### config.mk
export PLATFORM = sky130hd
export DESIGN_NAME = pcie_init_sequencer
export DESIGN_NICKNAME = d
export VERILOG_FILES = /design/src/rtl/pcie_init_sequencer.sv
export SDC_FILE = /design/constraint.sdc
export NUM_CORES = 1
export LEC_CHECK = 0
export CAP_MARGIN = 15
export CORE_ASPECT_RATIO = 0.7
export CORE_UTILIZATION = 56
export CTS_BUF_LIST = sky130_fd_sc_hd__clkbuf_8
export DETAILED_ROUTE_END_ITERATION = 8
export HOLD_SLACK_MARGIN = 0.08
export PLACE_DENSITY = 0.81
export SETUP_SLACK_MARGIN = 0.02
export SYNTH_ARGS = -nofsm -noshare
export SYNTH_HDL_FRONTEND = slang
export SYNTH_SLANG_ARGS = --single-unit
### constraint.sdc
create_clock -name CLK_125MHz -period 2 [get_ports CLK_125MHz]
set_input_delay 0.3 -clock CLK_125MHz [delete_from_list [all_inputs] [get_ports CLK_125MHz]]
set_output_delay 0.3 -clock CLK_125MHz [all_outputs]
set_load 0.01 [all_outputs]
### src/rtl/pcie_init_sequencer.sv
// Power-up sequencer for the PCIe TL clock domain: qualifies synchronised init flags, switches the
// NGMUX to the 125 MHz clock, then releases staged downstream resets and supervises the flags.
module pcie_init_sequencer #(
  parameter int unsigned          NUM_BANKS      = 3,
  parameter logic [NUM_BANKS-1:0] CALIB_MASK     = '1,
  parameter int unsigned          STABLE_CYCLES  = 16,
  parameter int unsigned          SWITCH_CYCLES  = 8,
  parameter int unsigned          NUM_RESETS     = 4,
  parameter int unsigned          RELEASE_GAP    = 4,
  parameter int unsigned          TIMEOUT_CYCLES = 1000
) (
  input  logic                  CLK_125MHz,
  input  logic                  RESET,
  input  logic                  FABRIC_POR_N,
  input  logic                  DEVICE_INIT_DONE,
  input  logic                  PCIE_INIT_DONE,
  input  logic                  BANK_4_VDDI_STATUS,
  input  logic [NUM_BANKS-1:0]  BANK_CALIB_STATUS,
  output logic                  TL_CLK_SEL,
  output logic                  CALIB_DONE,
  output logic [NUM_RESETS-1:0] RESET_N_OUT,
  output logic                  READY,
  output logic                  TIMEOUT_ERR,
  output logic [2:0]            INIT_STATE
);

  localparam int unsigned NumSync = 4 + NUM_BANKS;
  localparam int unsigned MaxA    = (TIMEOUT_CYCLES > STABLE_CYCLES) ? TIMEOUT_CYCLES
                                                                     : STABLE_CYCLES;
  localparam int unsigned MaxB    = (SWITCH_CYCLES > RELEASE_GAP) ? SWITCH_CYCLES : RELEASE_GAP;
  localparam int unsigned MaxCnt  = (MaxA > MaxB) ? MaxA : MaxB;
  localparam int unsigned CntW    = $clog2(MaxCnt + 1);

  typedef enum logic [2:0] {
    StWaitInit = 3'd0,
    StStable   = 3'd1,
    StSwitch   = 3'd2,
    StRelease  = 3'd3,
    StRun      = 3'd4,
    StFault    = 3'd5
  } state_e;

  logic [NumSync-1:0]    sync1_q, sync1_d, sync2_q, sync2_d;
  logic                  calib_q, calib_d, all_ok_q, all_ok_d;
  state_e                state_q, state_d;
  logic [CntW-1:0]       cnt_q, cnt_d;
  logic [NUM_RESETS-1:0] rst_n_q, rst_n_d;
  logic                  sel_q, sel_d, ready_q, ready_d, timeout_q, timeout_d;

  always_comb begin
    sync1_d  = {FABRIC_POR_N, DEVICE_INIT_DONE, PCIE_INIT_DONE, BANK_4_VDDI_STATUS,
                BANK_CALIB_STATUS};
    sync2_d  = sync1_q;
    // Masked-out banks read as done, so an all-zero mask yields 1.
    calib_d  = &(sync2_q[NUM_BANKS-1:0] | ~CALIB_MASK);
    all_ok_d = (&sync2_q[NumSync-1:NUM_BANKS]) & calib_d;
  end

  always_comb begin
    state_d   = state_q;
    cnt_d     = '0;
    rst_n_d   = rst_n_q;
    timeout_d = timeout_q;
    unique case (state_q)
      StWaitInit: begin
        if (cnt_q == CntW'(TIMEOUT_CYCLES - 1)) timeout_d = 1'b1;
        if (all_ok_q) begin
          state_d = StStable;
        end else if (cnt_q == CntW'(TIMEOUT_CYCLES)) begin
          cnt_d = cnt_q;
        end else begin
          cnt_d = cnt_q + CntW'(1);
        end
      end
      StStable: begin
        if (!all_ok_q) begin
          state_d = StWaitInit;
        end else if (cnt_q == CntW'(STABLE_CYCLES - 1)) begin
          state_d = StSwitch;
        end else begin
          cnt_d = cnt_q + CntW'(1);
        end
      end
      StSwitch: begin
        if (cnt_q == CntW'(SWITCH_CYCLES - 1)) begin
          state_d = StRelease;
          rst_n_d = NUM_RESETS'(1);
        end else begin
          cnt_d = cnt_q + CntW'(1);
        end
      end
      StRelease: begin
        if (!all_ok_q) begin
          state_d = StFault;
          rst_n_d = '0;
        end else if (&rst_n_q) begin
          state_d = StRun;
        end else if (cnt_q == CntW'(RELEASE_GAP - 1)) begin
          // Resets release as a thermometer code, lowest bit first.
          rst_n_d = (rst_n_q << 1) | NUM_RESETS'(1);
        end else begin
          cnt_d = cnt_q + CntW'(1);
        end
      end
      StRun: begin
        if (!all_ok_q) begin
          state_d = StFault;
          rst_n_d = '0;
        end
      end
      StFault: state_d = StWaitInit;
      default: begin
        state_d = StWaitInit;
        rst_n_d = '0;
      end
    endcase
    // The NGMUX is never switched back: reverting it is not glitch-safe.
    sel_d   = sel_q | (state_d == StSwitch);
    ready_d = (state_d == StRun);
  end

  always_ff @(posedge CLK_125MHz) begin
    if (RESET) begin
      sync1_q   <= '0;
      sync2_q   <= '0;
      calib_q   <= 1'b0;
      all_ok_q  <= 1'b0;
      state_q   <= StWaitInit;
      cnt_q     <= '0;
      rst_n_q   <= '0;
      sel_q     <= 1'b0;
      ready_q   <= 1'b0;
      timeout_q <= 1'b0;
    end else begin
      sync1_q   <= sync1_d;
      sync2_q   <= sync2_d;
      calib_q   <= calib_d;
      all_ok_q  <= all_ok_d;
      state_q   <= state_d;
      cnt_q     <= cnt_d;
      rst_n_q   <= rst_n_d;
      sel_q     <= sel_d;
      ready_q   <= ready_d;
      timeout_q <= timeout_d;
    end
  end

  assign TL_CLK_SEL  = sel_q;
  assign CALIB_DONE  = calib_q;
  assign RESET_N_OUT = rst_n_q;
  assign READY       = ready_q;
  assign TIMEOUT_ERR = timeout_q;
  assign INIT_STATE  = state_q;

endmodule

==> flow_metrics.env, run 1 <==
export IMPL_top_ff_cell_synth="dfxtp_1"
export IMPL_timing_final_crit_share_pct=97.2
export IMPL_areaGrowthSynthToFinish_pct=28.6
export IMPL_hold_path_startpoint="sync1_q[4]$_SDFF_PP0_"
export IMPL_syn_mean_instance_area_um2=9.32
export IMPL_hold_path_endpoint="sync2_q[4]$_SDFF_PP0_"
export IMPL_irDropWorstVdd_v=0.000656
export IMPL_yosys_area_top_type="dfxtp_1"
export IMPL_synthTopCellsByArea="dfxtp_1 46%, nor2b_1 6.4%, nor2_1 3.3%, a21oi_1 2.9%, xnor2_1 2.8%"
export IMPL_cts_clock_pin_slew_for_the_worst_setup_and_hold_paths_ns=0.07
export IMPL_cts_root_buf="clkbuf_8"
export IMPL_buffer_ports_inserted=19
export IMPL_final_core_util_pct=79.4
export IMPL_setup_violations=0
export IMPL_globalplace_congestion=0.932
export IMPL_drt_initial_drc_count=159
export IMPL_synth_warnings=0
export IMPL_cts_buffers=5
export IMPL_timing_hold_worst_class="flop to flop"
export IMPL_end_kind="flop"
export IMPL_netlist_area_before_placement_um2=1580
export IMPL_syn_nets=180
export IMPL_crit_path_max_fanout=8
export IMPL_starting_density_pct=61.7
export IMPL_drc_violation_count_after_routing=0
export IMPL_final_setup_tns_ns=0
export IMPL_r2r_setup_slack_ns=0.06
export IMPL_detail_route_antenna_nets=0
export IMPL_power_static_leakage_uw=0.000718
export IMPL_worst_r2r_path_depth=6
export IMPL_synth_top_cell_area_share_pct=45.8
export IMPL_fillers=164
export IMPL_final_max_slew_violation_count=0
export IMPL_grt_max_degree=15
export IMPL_route_detailed_vias_per_inst=5.95
export IMPL_worstSetupPathType="flop to flop"
export IMPL_final_layout_size_suffix_gt1_share_pct=13.8
export IMPL_worstHoldPathCells=1
export IMPL_num_rows=15
export IMPL_synth_edff_count=0
export IMPL_grt_pass1_wl_mm=5.78
export IMPL_netlist_instances=169
export IMPL_die_width_um=65.4
export IMPL_layout_cell_area_non_filler_um2=2030
export IMPL_cts_buffer_depth=2
export IMPL_grt_remaining_overflow=0
export IMPL_global_route_usage_sum_pct=26.7
export IMPL_synth_yosys_seq_area_share_pct=45.8
export IMPL_vias_in_the_first_global_route=1236
export IMPL_power_density_cell_area_nw_per_um2=744
export IMPL_worst_skew_pair_late_latency_ns=0.28
export IMPL_r2r_start="cnt_q[9]$_SDFFE_PP0P_"
export IMPL_cap_violations=0
export IMPL_critical_path_required_ns=2.16
export IMPL_worst_ep_arrival_time_ns=2.11
export IMPL_startpoint_type="flop"
export IMPL_post_synth_num_cell_types=46
export IMPL_critical_r2r_capture="cnt_q[2]$_SDFFE_PP0P_"
export IMPL_ant_diodes=0
export IMPL_core_um2=2550
export IMPL_detail_route_wirelength_mm=3.79
export IMPL_total_number_of_vias=1369
export IMPL_detailedPlacementHpwl_mm=2.47
export IMPL_synth_most_common_cell="dfxtp_1"
export IMPL_grt_antenna_before_repair=0
export IMPL_synth_cells_most_frequent="36 x dfxtp_1, 16 x nor2b_1, 14 x nor2_1"
export IMPL_fp_dieH_um=46.4
export IMPL_worst_hold_slack_ns=0.439
export IMPL_cts_hold_repair_buffers=0
export IMPL_route_detailed_wl_per_inst_um=16.5
export IMPL_max_freq_ghz=0.514
export IMPL_async_flop_share_pct=0
export IMPL_boundaryPins=20
export IMPL_cts_tree="built"
export IMPL_die_area_um2=3030
export IMPL_finalNetCount=206
export IMPL_htree_num_levels=2
export IMPL_hold_viol=0
export IMPL_worst_pin_slew_ns=0.517
export IMPL_relSlewSlack_pct=65.3
export IMPL_placed_cell_area_um2=1830
export IMPL_finalCriticalPeriod_ns=1.94
export IMPL_outcome="completed"
export IMPL_cts_sinks=36
export IMPL_finClkSkew_ns=0.00662
export IMPL_synth_seq_cells=36
export IMPL_first_pass_iters=4
## state kept, by name (all words and copies together), names as in the netlist
register     cells
sync1_q          7
TL_CLK_SEL       1
RESET_N_OUT      4
CALIB_DONE       1
INIT_STATE       3
all_ok_q         1
READY            1
cnt_q           10
TIMEOUT_ERR      1
sync2_q          7
## cells by family after synthesis
kind of cell	count (synthesis)	synth area share, %
flops	36	45.8
buf+inv	15	4.13
simple gates	82	32.6
xor+xnor	7	3.89
fa+ha+maj	2	1.59
compound gates	27	12.0
## area by class of cell
type / instances / area (um^2) / share of cell area (%)
Multi-Input combinational cell: 118 / 843 / 41.6
Sequential cell: 36 / 721 / 35.6
Timing Repair Buffer: 28 / 270 / 13.3
Clock buffer: 7 / 96.3 / 4.76
Tap cell: 34 / 42.5 / 2.10
Clock inverter: 1 / 30.0 / 1.48
Inverter: 6 / 22.5 / 1.11
## what timing repair did
action,in CTS,in global routing
resized for setup,3,5
setup buffers,1,0
endpoints found under the setup margin,13,15
hold endpoints to repair,0,0
## layer usage
| layer | vias up | track usage [%] | part of all wire, % |
|---|---|---|---|
| li1 | 655 | - | - |
| met1 | 637 | 35.7 | 44 |
| met2 | 73 | 41.2 | 47 |
| met3 | 4 | 7.67 | 8.6 |
| met4 | 0 | 10.0 | 1.1 |
| met5 | - | 0 | 0 |
## power breakdown
group	total [uW]	leakage [uW]	internal, uW	switching [uW]
combinational	72.0	0.000360	43.0	29.1
clock	686	0.0000645	440	247
sequential	749	0.000294	735	13.5
total	1510	0.000718	1220	289
## placed cells by master, fill, tap and decap left out, types with 2 or more instances in the layout
| master | n |
|---|---|
| nor2_1 | 14 |
| inv_1 | 5 |
| clkdlybuf4s50_1 | 19 |
| or3_1 | 2 |
| nand3_1 | 6 |
| nor2b_1 | 16 |
| and3_1 | 3 |
| nor3_1 | 4 |
| a21oi_1 | 9 |
| nand4_1 | 3 |
| nand2_1 | 8 |
| a31oi_1 | 3 |
| dfxtp_1 | 36 |
| nand4bb_1 | 2 |
| buf_4 | 8 |
| nand3b_1 | 4 |
| a32oi_1 | 2 |
| or4_1 | 3 |
| nor4b_2 | 2 |
| o21ai_0 | 2 |
| clkbuf_8 | 7 |
| xor2_1 | 2 |
| xnor2_1 | 5 |
| nand2b_1 | 3 |
| a22o_1 | 3 |
## how the worst max path moves through the flow
stage,from,cells past startpoint,slack (ns),to
global route,cnt_q[0]$_SDFFE_PP0P_,7,-0.02,cnt_q[8]$_SDFFE_PP0P_
finish,cnt_q[9]$_SDFFE_PP0P_,6,0.06,cnt_q[2]$_SDFFE_PP0P_
detailed placement,cnt_q[0]$_SDFFE_PP0P_,6,-0.04,cnt_q[4]$_SDFFE_PP0P_
global placement,cnt_q[0]$_SDFFE_PP0P_,6,0.13,cnt_q[2]$_SDFFE_PP0P_
floorplan,cnt_q[0]$_SDFFE_PP0P_,7,0.30,cnt_q[2]$_SDFFE_PP0P_
CTS,cnt_q[0]$_SDFFE_PP0P_,7,0.08,cnt_q[2]$_SDFFE_PP0P_
## metrics by stage
stage / setup slack (ns) / power (uW) / std cells
after floorplan: 0.298 / 796 / 169
after global placement: 0.133 / 820 / 221
after detailed placement: -0.0355 / 824 / 221
after CTS: 0.0777 / 1510 / 230
after global routing: -0.0220 / 1560 / 230
final: 0.0563 / 1510 / 230
## critical path, cell delays in order (launching register included)
cell and delay (ns):
dfxtp_1 0.37, or4_1 0.62, nor4b_4 0.32, o2bb2ai_1 0.17, nand2b_1 0.16, buf_12 0.13, nor3_1 0.05
Power figures use the tool's default switching activity.
==> inputs of run 2 (changes only) <==
--- a/config.mk
+++ b/config.mk
@@ -7,6 +7,7 @@
 export LEC_CHECK = 0
 export CAP_MARGIN = 15
 export CORE_ASPECT_RATIO = 0.7
+export CORE_MARGIN = 3
 export CORE_UTILIZATION = 56
 export CTS_BUF_LIST = sky130_fd_sc_hd__clkbuf_8
 export DETAILED_ROUTE_END_ITERATION = 8
==> run 2 against run 1 <==
  * Fmax rose by 4.4%
  * Flip-flop and latch count did not move
  * Largest cell class unchanged
  * Critical path type unchanged
  * Via count fell by 4.9%
  * First-iteration DRC count fell by 31%
  * Core utilization fell by 4.0 points
  * Register-to-register slack improved by 0.08 ns
==> flow_metrics.env, run 2 (same netlist as run 1, synthesis figures left out) <==
export IMPL_outcome="completed"
export IMPL_cts_root_buf="clkbuf_8"
export IMPL_power_static_leakage_uw=0.000690
export IMPL_cap_violations=0
export IMPL_timing_hold_worst_class="flop to flop"
export IMPL_relSlewSlack_pct=70.6
export IMPL_grt_antenna_before_repair=0
export IMPL_sequential_cell_area_um2=721
export IMPL_crit_path_max_fanout=4
export IMPL_worstHoldPathCells=1
export IMPL_buffer_ports_inserted=19
export IMPL_cts_sinks=36
export IMPL_first_pass_iters=4
export IMPL_finalNetCount=205
export IMPL_total_power_uw=1340
export IMPL_hold_path_startpoint="sync1_q[4]$_SDFF_PP0_"
export IMPL_worst_skew_pair_late_latency_ns=0.29
export IMPL_final_setup_tns_ns=0
export IMPL_detailedPlacementHpwl_mm=2.41
export IMPL_worst_ep_arrival_time_ns=2.05
export IMPL_mostFrequentLayoutCells="36 x dfxtp_1, 19 x clkdlybuf4s50_1, 16 x nor2b_1"
export IMPL_route_detailed_vias_per_inst=5.69
export IMPL_htree_num_levels=2
export IMPL_core_um2=2570
export IMPL_route_detailed_wl_per_inst_um=14.7
export IMPL_cts_buffer_depth=2
export IMPL_final_common_cell="dfxtp_1"
export IMPL_max_freq_ghz=0.537
export IMPL_ant_diodes=0
export IMPL_boundaryPins=20
export IMPL_setup_buffers_after_cts=0
export IMPL_multi_input_area_um2=807
export IMPL_setup_violations=0
export IMPL_globalplace_congestion=0.874
export IMPL_stdcell_count=229
export IMPL_grt_pass1_wl_mm=5.83
export IMPL_r2r_setup_slack_ns=0.14
export IMPL_startpoint_type="flop"
export IMPL_cts_buffers=5
export IMPL_final_layout_size_suffix_gt1_share_pct=12.3
export IMPL_starting_density_pct=61.3
export IMPL_numPlacedInstances=221
export IMPL_die_width_um=69.4
export IMPL_power_density_cell_area_nw_per_um2=693
export IMPL_worst_r2r_path_depth=5
export IMPL_largest_registers="cnt_q (10), sync1_q (7), sync2_q (7)"
export IMPL_irDropWorstVdd_v=0.000451
export IMPL_num_rows=15
export IMPL_cts_tree="built"
export IMPL_end_kind="flop"
export IMPL_worstSetupPathType="flop to flop"
export IMPL_finalCriticalPeriod_ns=1.86
export IMPL_detail_route_wirelength_mm=3.36
export IMPL_cts_clock_pin_slew_for_the_worst_setup_and_hold_paths_ns=0.07
export IMPL_fillers=176
export IMPL_hold_viol=0
export IMPL_detail_route_antenna_nets=0
export IMPL_largest_register="cnt_q"
export IMPL_fp_dieH_um=50.4
export IMPL_grt_remaining_overflow=0
export IMPL_global_route_usage_sum_pct=21.2
export IMPL_drc_violation_count_after_routing=0
export IMPL_grt_setup_unrepaired="no"
export IMPL_critical_r2r_capture="cnt_q[1]$_SDFFE_PP0P_"
export IMPL_critical_path_required_ns=2.18
export IMPL_grt_max_degree=13
export IMPL_r2r_start="cnt_q[9]$_SDFFE_PP0P_"
export IMPL_die_area_um2=3500
export IMPL_largest_register_ff_count=10
export IMPL_areaGrowthSynthToFinish_pct=23.0
export IMPL_cts_hold_repair_buffers=0
export IMPL_total_number_of_vias=1302
export IMPL_finClkSkew_ns=0.00436
export IMPL_drt_initial_drc_count=110
export IMPL_vias_in_the_first_global_route=1227
export IMPL_timing_final_crit_share_pct=93.1
export IMPL_final_max_slew_violation_count=0
export IMPL_worst_pin_slew_ns=0.438
export IMPL_hold_path_endpoint="sync2_q[4]$_SDFF_PP0_"
## run 2: worst max path at each step
stage,from,endpoint,slack (ns),depth (start not counted)
global placement,cnt_q[0]$_SDFFE_PP0P_,cnt_q[2]$_SDFFE_PP0P_,0.14,6
CTS,cnt_q[0]$_SDFFE_PP0P_,cnt_q[2]$_SDFFE_PP0P_,0.06,6
global route,cnt_q[9]$_SDFFE_PP0P_,cnt_q[1]$_SDFFE_PP0P_,0.04,5
floorplan,cnt_q[0]$_SDFFE_PP0P_,cnt_q[2]$_SDFFE_PP0P_,0.30,7
finish,cnt_q[9]$_SDFFE_PP0P_,cnt_q[1]$_SDFFE_PP0P_,0.14,5
detailed placement,cnt_q[0]$_SDFFE_PP0P_,cnt_q[2]$_SDFFE_PP0P_,0.007,6
## run 2: critical path, cell delays in order (launching register included)
cell	delay, ns
dfxtp_1	0.36
or4_1	0.58
nor4b_1	0.35
o2bb2ai_1	0.17
a32oi_1	0.24
nor2_1	0.06
## run 2: cell type report
cell class | instances | area share, %
clock buffers | 6 | 4.26
clock inverters | 2 | 0.581
well taps | 34 | 2.20
repair buffers | 27 | 12.9
flip-flops and latches | 36 | 37.2
inverters | 6 | 1.16
multi-input cells | 118 | 41.7
## run 2: what timing repair did
item / 4_1_cts / 5_1_grt
resized for setup: 1 / 3
endpoints found under the setup margin: 6 / 13
pin swaps: 0 / 0
## run 2: per-stage QoR
stage	util [%]	setup WS (ns)	cell area, um^2	hold WS [ns]
after floorplan	-	0.298	1580	0.377
after global placement	71.0	0.137	1830	0.419
after detailed placement	71.0	0.00747	1830	0.426
after CTS	74.9	0.0599	1930	0.443
after global routing	75.3	0.0352	1940	0.454
final	75.3	0.138	1940	0.439
## run 2: power breakdown
part,internal [uW],switching (uW)
Combinational,37.1,26.9
Sequential,735,10.3
Clock,275,258
## run 2: routing by layer
layer	vias to the layer above	track usage (%)	share of wire, %
met4	0	9.42	1.6
met1	587	28.8	46
li1	648	-	-
met2	60	31.2	43
met5	-	0	0
met3	7	6.20	9.3
==> inputs of run 3 (changes only) <==
--- a/config.mk
+++ b/config.mk
@@ -12,7 +12,7 @@
 export CTS_BUF_LIST = sky130_fd_sc_hd__clkbuf_8
 export DETAILED_ROUTE_END_ITERATION = 8
 export HOLD_SLACK_MARGIN = 0.08
-export PLACE_DENSITY = 0.81
+export PLACE_DENSITY = 0.92
 export SETUP_SLACK_MARGIN = 0.02
 export SYNTH_ARGS = -nofsm -noshare
 export SYNTH_HDL_FRONTEND = slang
==> run 3 against run 2 <==
  * Worst hold slack improved by 0.00063 ns
  * Highest routed layer unchanged
  * Register-to-register slack about the same
  * Clock-buffer cell count is 1 lower
  * First-iteration DRC count grew 15%
  * Cell count fell by 0.87%
  * Largest cell class unchanged
==> flow_metrics.env, run 3 (same netlist as run 1, synthesis figures left out) <==
export IMPL_outcome="completed"
export IMPL_switchingPower_uw=306
export IMPL_largest_register="cnt_q"
export IMPL_grt_antenna_before_repair=0
export IMPL_numPlacedInstances=219
export IMPL_startpoint_type="flop"
export IMPL_die_width_um=69.4
export IMPL_path_delay_family="simple AND/OR/NAND/NOR gates"
export IMPL_fp_dieH_um=50.4
export IMPL_cts_buffer_depth=2
export IMPL_die_area_um2=3500
export IMPL_power_frac_clock_pct=38.9
export IMPL_irDropWorstVdd_v=0.000589
export IMPL_finClkSkew_ns=0.00327
export IMPL_total_power_uw=1320
export IMPL_grt_max_degree=18
export IMPL_worst_r2r_path_depth=5
export IMPL_worst_skew_pair_late_latency_ns=0.29
export IMPL_largest_registers="cnt_q (10), sync1_q (7), sync2_q (7)"
export IMPL_globalplace_congestion=0.896
export IMPL_largest_register_ff_count=10
export IMPL_vias_in_the_first_global_route=1352
export IMPL_first_pass_iters=4
export IMPL_htree_num_levels=2
export IMPL_cts_root_buf="clkbuf_8"
export IMPL_cts_clock_pin_slew_for_the_worst_setup_and_hold_paths_ns=0.07
export IMPL_crit_path_max_fanout=7
export IMPL_cts_tree="built"
export IMPL_critical_r2r_capture="TL_CLK_SEL$_SDFF_PP0_"
export IMPL_p_int_uw=1020
export IMPL_starting_density_pct=61.3
export IMPL_setup_buffers_after_cts=0
export IMPL_setup_violations=0
export IMPL_finalNetCount=203
export IMPL_final_common_cell="dfxtp_1"
export IMPL_critical_path_required_ns=2.22
export IMPL_power_static_leakage_uw=0.000676
export IMPL_areaGrowthSynthToFinish_pct=22.4
export IMPL_worstSetupPathType="flop to flop"
export IMPL_relSlewSlack_pct=69.7
export IMPL_route_detailed_wl_per_inst_um=15.8
export IMPL_r2r_start="cnt_q[4]$_SDFFE_PP0P_"
export IMPL_crit_path_max_incr_delay_ns=0.56
export IMPL_hold_path_endpoint="sync2_q[1]$_SDFF_PP0_"
export IMPL_r2r_setup_slack_ns=0.14
export IMPL_worst_hold_slack_ns=0.439
export IMPL_hold_path_startpoint="sync1_q[1]$_SDFF_PP0_"
export IMPL_drt_initial_drc_count=127
export IMPL_layout_cell_area_non_filler_um2=1930
export IMPL_detail_route_antenna_nets=0
export IMPL_cts_buffers=5
export IMPL_route_detailed_vias_per_inst=6.06
export IMPL_worstHoldPathCells=1
export IMPL_cap_violations=0
export IMPL_power_density_cell_area_nw_per_um2=687
export IMPL_detailedPlacementHpwl_mm=2.45
export IMPL_finalCriticalPeriod_ns=1.86
export IMPL_crit_buf_inv=0
export IMPL_stdcell_count=227
export IMPL_final_layout_size_suffix_gt1_share_pct=12.4
export IMPL_sw_frac_of_total_pct=23.1
export IMPL_crit_slowest_cell="or4_1"
export IMPL_worstPathCellList="or4_1, or3_1, o31ai_2, a31oi_1, nor2_1"
export IMPL_grt_pass1_wl_mm=6.00
export IMPL_mostFrequentLayoutCells="35 x dfxtp_1, 19 x clkdlybuf4s50_1, 16 x nor2b_1"
export IMPL_timing_final_crit_share_pct=92.9
export IMPL_buffer_ports_inserted=19
export IMPL_grt_remaining_overflow=0
export IMPL_final_setup_tns_ns=0
export IMPL_worst_ep_arrival_time_ns=2.08
export IMPL_core_um2=2570
export IMPL_pwr_share_seq_pct=56.3
export IMPL_cts_sinks=36
export IMPL_boundaryPins=20
export IMPL_hold_viol=0
export IMPL_cts_hold_repair_buffers=0
export IMPL_worst_pin_slew_ns=0.451
export IMPL_ant_diodes=0
export IMPL_max_freq_ghz=0.538
export IMPL_num_rows=15
export IMPL_timing_hold_worst_class="flop to flop"
export IMPL_global_route_usage_sum_pct=22.2
export IMPL_total_number_of_vias=1376
export IMPL_drc_violation_count_after_routing=0
export IMPL_comb_power_share_pct=4.8
export IMPL_fillers=152
export IMPL_final_max_slew_violation_count=0
export IMPL_end_kind="flop"
export IMPL_placed_cell_area_um2=1810
export IMPL_detail_route_wirelength_mm=3.59
run 3: area by class of cell:
cell class,instances,area (um^2),area share [%]
Clock buffer,5,68.8,3.57
Multi-Input combinational cell,118,816,42.3
Tap cell,34,42.5,2.21
Sequential cell,36,722,37.4
Timing Repair Buffer,25,235,12.2
Clock inverter,3,21.3,1.10
Inverter,6,22.5,1.17
run 3: worst register-to-register path: cells and delay by family, from the launching register on:
kind / cells / cell delay [ns]
AOI/OAI and AO/OA: 2 / 0.38
DFF: 1 / 0.40
and+or+nand+nor: 3 / 1.01
run 3: routing by layer:
layer | wire, um | vias up | GRT usage, %
met5 | 0 | - | 0
met4 | 117 | 0 | 13.6
met3 | 316 | 18 | 8.80
met2 | 1640 | 65 | 36.2
met1 | 1520 | 641 | 24.4
li1 | - | 652 | -
run 3: what timing repair did:
item,4_1_cts,5_1_grt
cloned,0,0
endpoints found under the setup margin,8,15
gates resized for setup,1,5
pin swaps,0,0
run 3: worst max path at each step:
| stage | startpoint | endpoint | slack [ns] | cells after the start |
|---|---|---|---|---|
| final | cnt_q[4]$_SDFFE_PP0P_ | TL_CLK_SEL$_SDFF_PP0_ | 0.14 | 5 |
| after global routing | cnt_q[4]$_SDFFE_PP0P_ | cnt_q[1]$_SDFFE_PP0P_ | -0.007 | 5 |
| after CTS | cnt_q[0]$_SDFFE_PP0P_ | cnt_q[2]$_SDFFE_PP0P_ | 0.04 | 6 |
| after detailed placement | cnt_q[0]$_SDFFE_PP0P_ | cnt_q[2]$_SDFFE_PP0P_ | 0.01 | 6 |
| after global placement | cnt_q[0]$_SDFFE_PP0P_ | cnt_q[2]$_SDFFE_PP0P_ | 0.17 | 6 |
| after floorplan | cnt_q[0]$_SDFFE_PP0P_ | cnt_q[2]$_SDFFE_PP0P_ | 0.30 | 7 |
run 3: stage by stage:
step	utilization, %	setup slack (ns)
final	75.0	0.142
after global routing	75.0	-0.00735
after CTS	74.2	0.0393
after global placement	70.4	0.166
after detailed placement	70.4	0.0119
after floorplan	-	0.298
run 3: power by group through the flow:
stage / clock network (uW) / registers, uW / logic (uW)
after floorplan: 0 / 756 / 39.4
after global placement: 0 / 760 / 57.1
after detailed placement: 0 / 761 / 60.4
after CTS: 525 / 744 / 61.4
after global routing: 552 / 747 / 72.2
final: 515 / 746 / 63.6
